[src/rtl/irom_access_arbiter.sv]
// rtl/irom_access_arbiter.sv - shares the instruction RAM between CPU fetch and loader with boot sequencing
// Define IROM_BOOT_BYPASS_EN to start in RUN and ignore boot_done (memory preloaded).
module irom_access_arbiter #(
   parameter int  IROM_SPACE   = 4096,
   parameter int  LD_BURST_MAX = 8,
   localparam int ADDR_WIDTH   = $clog2(IROM_SPACE)
) (
   input  logic                  clk,
   input  logic                  rstn,
   input  logic                  boot_done,
   input  logic                  cpu_req,
   input  logic [31:0]           cpu_addr,
   output logic                  cpu_ready,
   output logic                  cpu_rvalid,
   output logic [31:0]           cpu_rdata,
   output logic                  cpu_err,
   input  logic                  ld_req,
   input  logic [3:0]            ld_we,
   input  logic [31:0]           ld_addr,
   input  logic [31:0]           ld_wdata,
   output logic                  ld_ready,
   output logic                  ld_rvalid,
   output logic [31:0]           ld_rdata,
   output logic                  mem_cs,
   output logic [3:0]            mem_we,
   output logic [ADDR_WIDTH-1:0] mem_addr,
   output logic [31:0]           mem_wdata,
   input  logic [31:0]           mem_rdata
);

   localparam int CW = $clog2(LD_BURST_MAX + 1);

   typedef enum logic {ST_BOOT, ST_RUN} state_t;

`ifdef IROM_BOOT_BYPASS_EN
   localparam state_t RESET_STATE = ST_RUN;
   logic unused_in;
   assign unused_in = ^{cpu_addr[1:0], ld_addr[1:0], boot_done};
`else
   localparam state_t RESET_STATE = ST_BOOT;
   logic unused_in;
   assign unused_in = ^{cpu_addr[1:0], ld_addr[1:0]};
`endif

   state_t        state_q, state_d;
   logic [CW-1:0] burst_q, burst_d;
   logic          cpu_pend_q, cpu_pend_d, cpu_oor_q, cpu_oor_d;
   logic          ld_pend_q, ld_pend_d, ld_oor_q, ld_oor_d;
   logic          cpu_gnt, ld_gnt, cpu_in_range, ld_in_range, burst_full;

   assign cpu_in_range = (cpu_addr[31:ADDR_WIDTH+2] == '0);
   assign ld_in_range  = (ld_addr[31:ADDR_WIDTH+2] == '0);
   assign burst_full   = (burst_q == CW'(LD_BURST_MAX));

   always_comb begin
      state_d    = state_q;
      burst_d    = burst_q;
      cpu_gnt    = 1'b0;
      ld_gnt     = 1'b0;
      cpu_pend_d = 1'b0;
      cpu_oor_d  = 1'b0;
      ld_pend_d  = 1'b0;
      ld_oor_d   = 1'b0;
      mem_cs     = 1'b0;
      mem_we     = '0;
      mem_addr   = '0;
      mem_wdata  = '0;

      // Grants are gated by rstn so every output is quiet while reset is held.
      if (rstn) begin
         case (state_q)
            ST_BOOT: begin
               ld_gnt  = ld_req;
               burst_d = '0;
`ifndef IROM_BOOT_BYPASS_EN
               if (boot_done) state_d = ST_RUN;
`endif
            end
            default: begin
               cpu_gnt = cpu_req && (!ld_req || burst_full);
               ld_gnt  = ld_req && !cpu_gnt;
               if (cpu_gnt || !cpu_req) burst_d = '0;
               else if (ld_gnt && !burst_full) burst_d = burst_q + 1'b1;
            end
         endcase
      end

      if (cpu_gnt) begin
         cpu_pend_d = 1'b1;
         cpu_oor_d  = !cpu_in_range;
         if (cpu_in_range) begin
            mem_cs   = 1'b1;
            mem_addr = cpu_addr[ADDR_WIDTH+1:2];
         end
      end

      if (ld_gnt) begin
         ld_pend_d = (ld_we == 4'h0);
         ld_oor_d  = !ld_in_range;
         if (ld_in_range) begin
            mem_cs    = 1'b1;
            mem_we    = ld_we;
            mem_addr  = ld_addr[ADDR_WIDTH+1:2];
            mem_wdata = ld_wdata;
         end
      end
   end

   always_ff @(posedge clk or negedge rstn) begin
      if (!rstn) begin
         state_q    <= RESET_STATE;
         burst_q    <= '0;
         cpu_pend_q <= 1'b0;
         cpu_oor_q  <= 1'b0;
         ld_pend_q  <= 1'b0;
         ld_oor_q   <= 1'b0;
      end else begin
         state_q    <= state_d;
         burst_q    <= burst_d;
         cpu_pend_q <= cpu_pend_d;
         cpu_oor_q  <= cpu_oor_d;
         ld_pend_q  <= ld_pend_d;
         ld_oor_q   <= ld_oor_d;
      end
   end

   assign cpu_ready  = cpu_gnt;
   assign ld_ready   = ld_gnt;
   assign cpu_rvalid = cpu_pend_q;
   assign cpu_err    = cpu_pend_q && cpu_oor_q;
   assign cpu_rdata  = (cpu_pend_q && !cpu_oor_q) ? mem_rdata : '0;
   assign ld_rvalid  = ld_pend_q;
   assign ld_rdata   = (ld_pend_q && !ld_oor_q) ? mem_rdata : '0;

endmodule

[config.mk]
export PLATFORM = sky130hd
export DESIGN_NAME = irom_access_arbiter
export DESIGN_NICKNAME = d
export VERILOG_FILES = /design/src/rtl/irom_access_arbiter.sv
export SDC_FILE = /design/constraint.sdc
export NUM_CORES = 1
export LEC_CHECK = 0
export ABC_AREA = 1
export BUFFER_PORTS_ARGS = -buffer_cell sky130_fd_sc_hd__buf_2
export CAP_MARGIN = 20
export CORE_AREA = 8 8 92 94
export CTS_BUF_LIST = sky130_fd_sc_hd__clkbuf_4 sky130_fd_sc_hd__clkbuf_8
export DETAILED_ROUTE_END_ITERATION = 16
export DIE_AREA = 0 0 100 102
export PLACE_DENSITY = 0.66
export SKIP_LAST_GASP = 1
export SLEW_MARGIN = 20
export SYNTH_ARGS = -nofsm -noshare
export SYNTH_HDL_FRONTEND = slang
export SYNTH_SLANG_ARGS = --single-unit
export TNS_END_PERCENT = 5
[constraint.sdc]
create_clock -name clk -period 1.7 [get_ports clk]
set_input_delay 0.085 -clock clk [delete_from_list [all_inputs] [get_ports clk]]
set_output_delay 0.085 -clock clk [all_outputs]
set_load 0.05 [all_outputs]
==> run_results.csv <==
group,metric,value,unit
cells_and_area,fin_nets,706,
floorplanning,initial_utilization,0.2113,
cells_and_area,fin_util,0.4945,
yosys,synth_area,1491,sq um
placement,place_inst,653,
global_route,grt_overflow_total,0,
global_route,grt.total_usage,0.1464,
sta,setup_slack,-0.1704,ns
pwr,total_power,948.7,uW
global_route,grt_max_degree,33,
setup_path,cp_slowest_stage_delay,0.35,ns
detailed_routing,highest_layer,"met4",
yosys,ys.flop_type,"dfrtp_1",
pwr,p_switching,359.9,uW
pwr,ir_worst_vdd,0.0001844,V
sta,tightest_slew,0.3605,ns
global_route,grt_pass1_wl,12500,um
pwr,pwr-share-clk,0.285,
yosys,synth_area_leader_cell,"nor2_1",
run_status,status,"complete, but fails checks",
floorplanning,rows,31,
sta,setup_viol,51,
cts,cts_buffers,3,
cells_and_area,drive_above_1_share,0.5654,
sta,finalHoldViolCount,0,
yosys,synth_mux_area_frac,0,
detailed_routing,num_vias,2725,
cts,cts.clk_slew.worst_paths,0.05,ns
cts,cts_root_buf,"clkbuf_8",
cts,clock_path_buffers,2,
setup_path,cp.arrival,1.79,ns
detailed_routing,routed_wl,8839,um
sta,hold-worst-slack,0.04160,ns
job,max_cap_violations,0,
detailed_routing,ant_nets,0,
cells_and_area,fin_area,3491,sq um
yosys,synth_enable_flop_cells,0,
cells_and_area,antennaDiodeCount,0,
pwr,p_comb_frac,0.477,
floorplanning,die_h,102,um
yosys,ys_seq_area_frac,0.1510,
global_route,grt_pass1_vias,2820,
placement,place_congestion,0.7966,
yosys,synthSimpleGateAreaFrac,0.5294,
cts,numClockSinks,9,
yosys,synth_fp_nets,441,
yosys,synth.most_common_cell,"nor2_1",
detailed_routing,wl_met1,2955,um
setup_path,required,1.62,ns
pwr,p_sw_frac,0.3794,
yosys,synth_compound_area_frac,0.03607,
setup_path,crit_slowest_cell,"dfrtp_1",
pwr,power.internal,588.8,uW
floorplanning,core_area,7059,sq um
global_route,antenna_found_initial,0,
yosys,yosys-top-cells-area,"nor2_1 30%, inv_1 20%, dfrtp_1 15%",
placement,place_hpwl,7297,um
setup_path,crit_type,"reg -> out",
detailed_routing,drtIter0Drc,47,
sta,finClkSkew,0.005056,ns
sta,max_slew_margin,0.7594,
cells_and_area,fillers,722,
pwr,power_density,271.8,nW/um^2
yosys,synth_xor_area_frac,0.01174,
detailed_routing,wl_met3,1230,um
setup_path,startpoint_type,"flop",
yosys,synth-adder-area-share,0.01678,
yosys,synth_warnings,0,
placement,portBuffers,250,
detailed_routing,drt-wirelength-per-cell,13.29,um
cells_and_area,multiInputGateArea,1074,sq um
cts,cts.htree.levels,1,
placement,dp_slack,-0.06982,ns
floorplanning,fp.dieArea,10200,sq um
yosys,synth.distinct_cells,23,
floorplanning,io_pins,255,
cts,clk_latency,0.24,ns
detailed_routing,detail_route.vias_per_cell,4.098,
yosys,synth_top_family_by_area,"simple AND/OR/NAND/NOR gates",
setup_path,path_max_fanout,8,
sta,grt_setup_unrepaired,"true",
detailed_routing,dr.pass1.iters,4,
cts,cts_tree,"built",
sta,fin_setup_tns,-5.198,ns
setup_path,cp_cell_sequence,"inv_2 -> ha_4 -> nand3_4 -> nand2_4 -> a21oi_4 -> buf_12 -> nand2_8 -> clkbuf_16 -> nor2_4 -> buf_8",
yosys,syn_inst,302,
cells_and_area,syn2layout_area_growth,134.1,%
cells_and_area,layout.cells.non_filler,665,
cells_and_area,seq_area,225.2,sq um
pwr,p_leak,2.334,nW
yosys,ys_top_cells_by_count,"120 x nor2_1, 79 x inv_1, 28 x nand2_1, 28 x nand3_1, 9 x dfrtp_1",
hold_path,min_path_type,"in -> reg",
setup_path,endpoint_kind,"output port",
yosys,ys_seq_elements,9,
yosys,ys_async_sr_fraction,1.000,
yosys,synth_top_area_frac,0.3020,
detailed_routing,wl_met2,4589,um
detailed_routing,drc,0,
sta,max_freq,0.5346,GHz
yosys,avgSynthCellArea,4.939,sq um
run_status,violations,"negative setup slack",
placement,dpl-instance-area,3008,sq um
sta,maxSlewViolCount,0,
sta,min_period,1.870,ns
pwr,pwr-share-seq,0.238,
floorplanning,die_x,100,um
sta,finalCritPeriodShare,1.100,
==> metal layers <==
layer	GRT usage	vias up
li1	-	1390
met1	0.1400	1169
met2	0.2745	161
met3	0.06948	5
met4	0.03953	0
met5	0	-
==> worst max-delay path, delay by kind of cell (launching register included) <==
family,cells,cell delay [ns]
buffers and inverters,4,0.55
flip-flops,1,0.35
AND/OR/NAND/NOR,4,0.33
adder cells (fa/ha/maj),1,0.16
AO/OA/AOI/OAI,1,0.15
==> logic make-up after synthesis <==
group           Yosys count
compound gates            8
xor+xnor                  2
fa+ha+maj                 2
buf+inv                  92
flops                     9
simple gates            189
==> power groups by stage <==
stage / combinational [mW] / sequential, mW / clock (mW)
floorplan: 0.202 / 0.233 / 0
global placement: 0.411 / 0.228 / 0
detailed placement: 0.418 / 0.228 / 0
CTS: 0.423 / 0.225 / 0.276
global route: 0.495 / 0.227 / 0.283
finish: 0.453 / 0.226 / 0.270
==> cell usage in the layout, fill, tap and decap left out, drive strengths merged <==
cell type      n
clkbuf         6
xor2           2
a21o           1
o21ai          6
and2           2
nor3           1
inv           79
ha             2
nand4          2
nor2         124
a21oi          1
buf          269
dlygate4sd3    1
nand3         29
and3           1
nand2         31
dfrtp          9
==> flip-flops by register name, summed over array words and instances (netlist names) <==
signal,count
burst_q,4
ld_rvalid,1
cpu_rvalid,1
state_q,1
cpu_oor_q,1
ld_oor_q,1
==> what timing repair did <==
action / 4_1_cts / 5_1_grt
endpoints found under the setup margin: 50 / 51
gates cloned: 0 / 2
resized for setup: 48 / 59
pin swaps: 1 / 7
hold endpoints to repair: 9 / 0
hold buffers: 1 / 0
setup buffers: 1 / 4
==> worst paths after layout <==
kind | from | endpoint | slack [ns] | depth (start not counted)
max in group asynchronous | rstn | burst_q[3] | 1.18 | 3
max | burst_q[1] | mem_wdata[6] | -0.17 | 10
min reg2reg | burst_q[1] | burst_q[1] | 0.57 | 2
max reg2reg | burst_q[1] | burst_q[3] | 0.28 | 8
min in group asynchronous | rstn | cpu_oor_q | 0.35 | 3
min | boot_done | state_q | 0.04 | 2
==> final cells by class <==
cell class | instances | share of cell area
inverters | 79 | 0.08495
multi-input cells | 202 | 0.3075
repair buffers | 272 | 0.4935
clock buffers | 4 | 0.01398
flip-flops and latches | 9 | 0.06452
well taps | 99 | 0.03548
(Power assumes the default switching activity.)
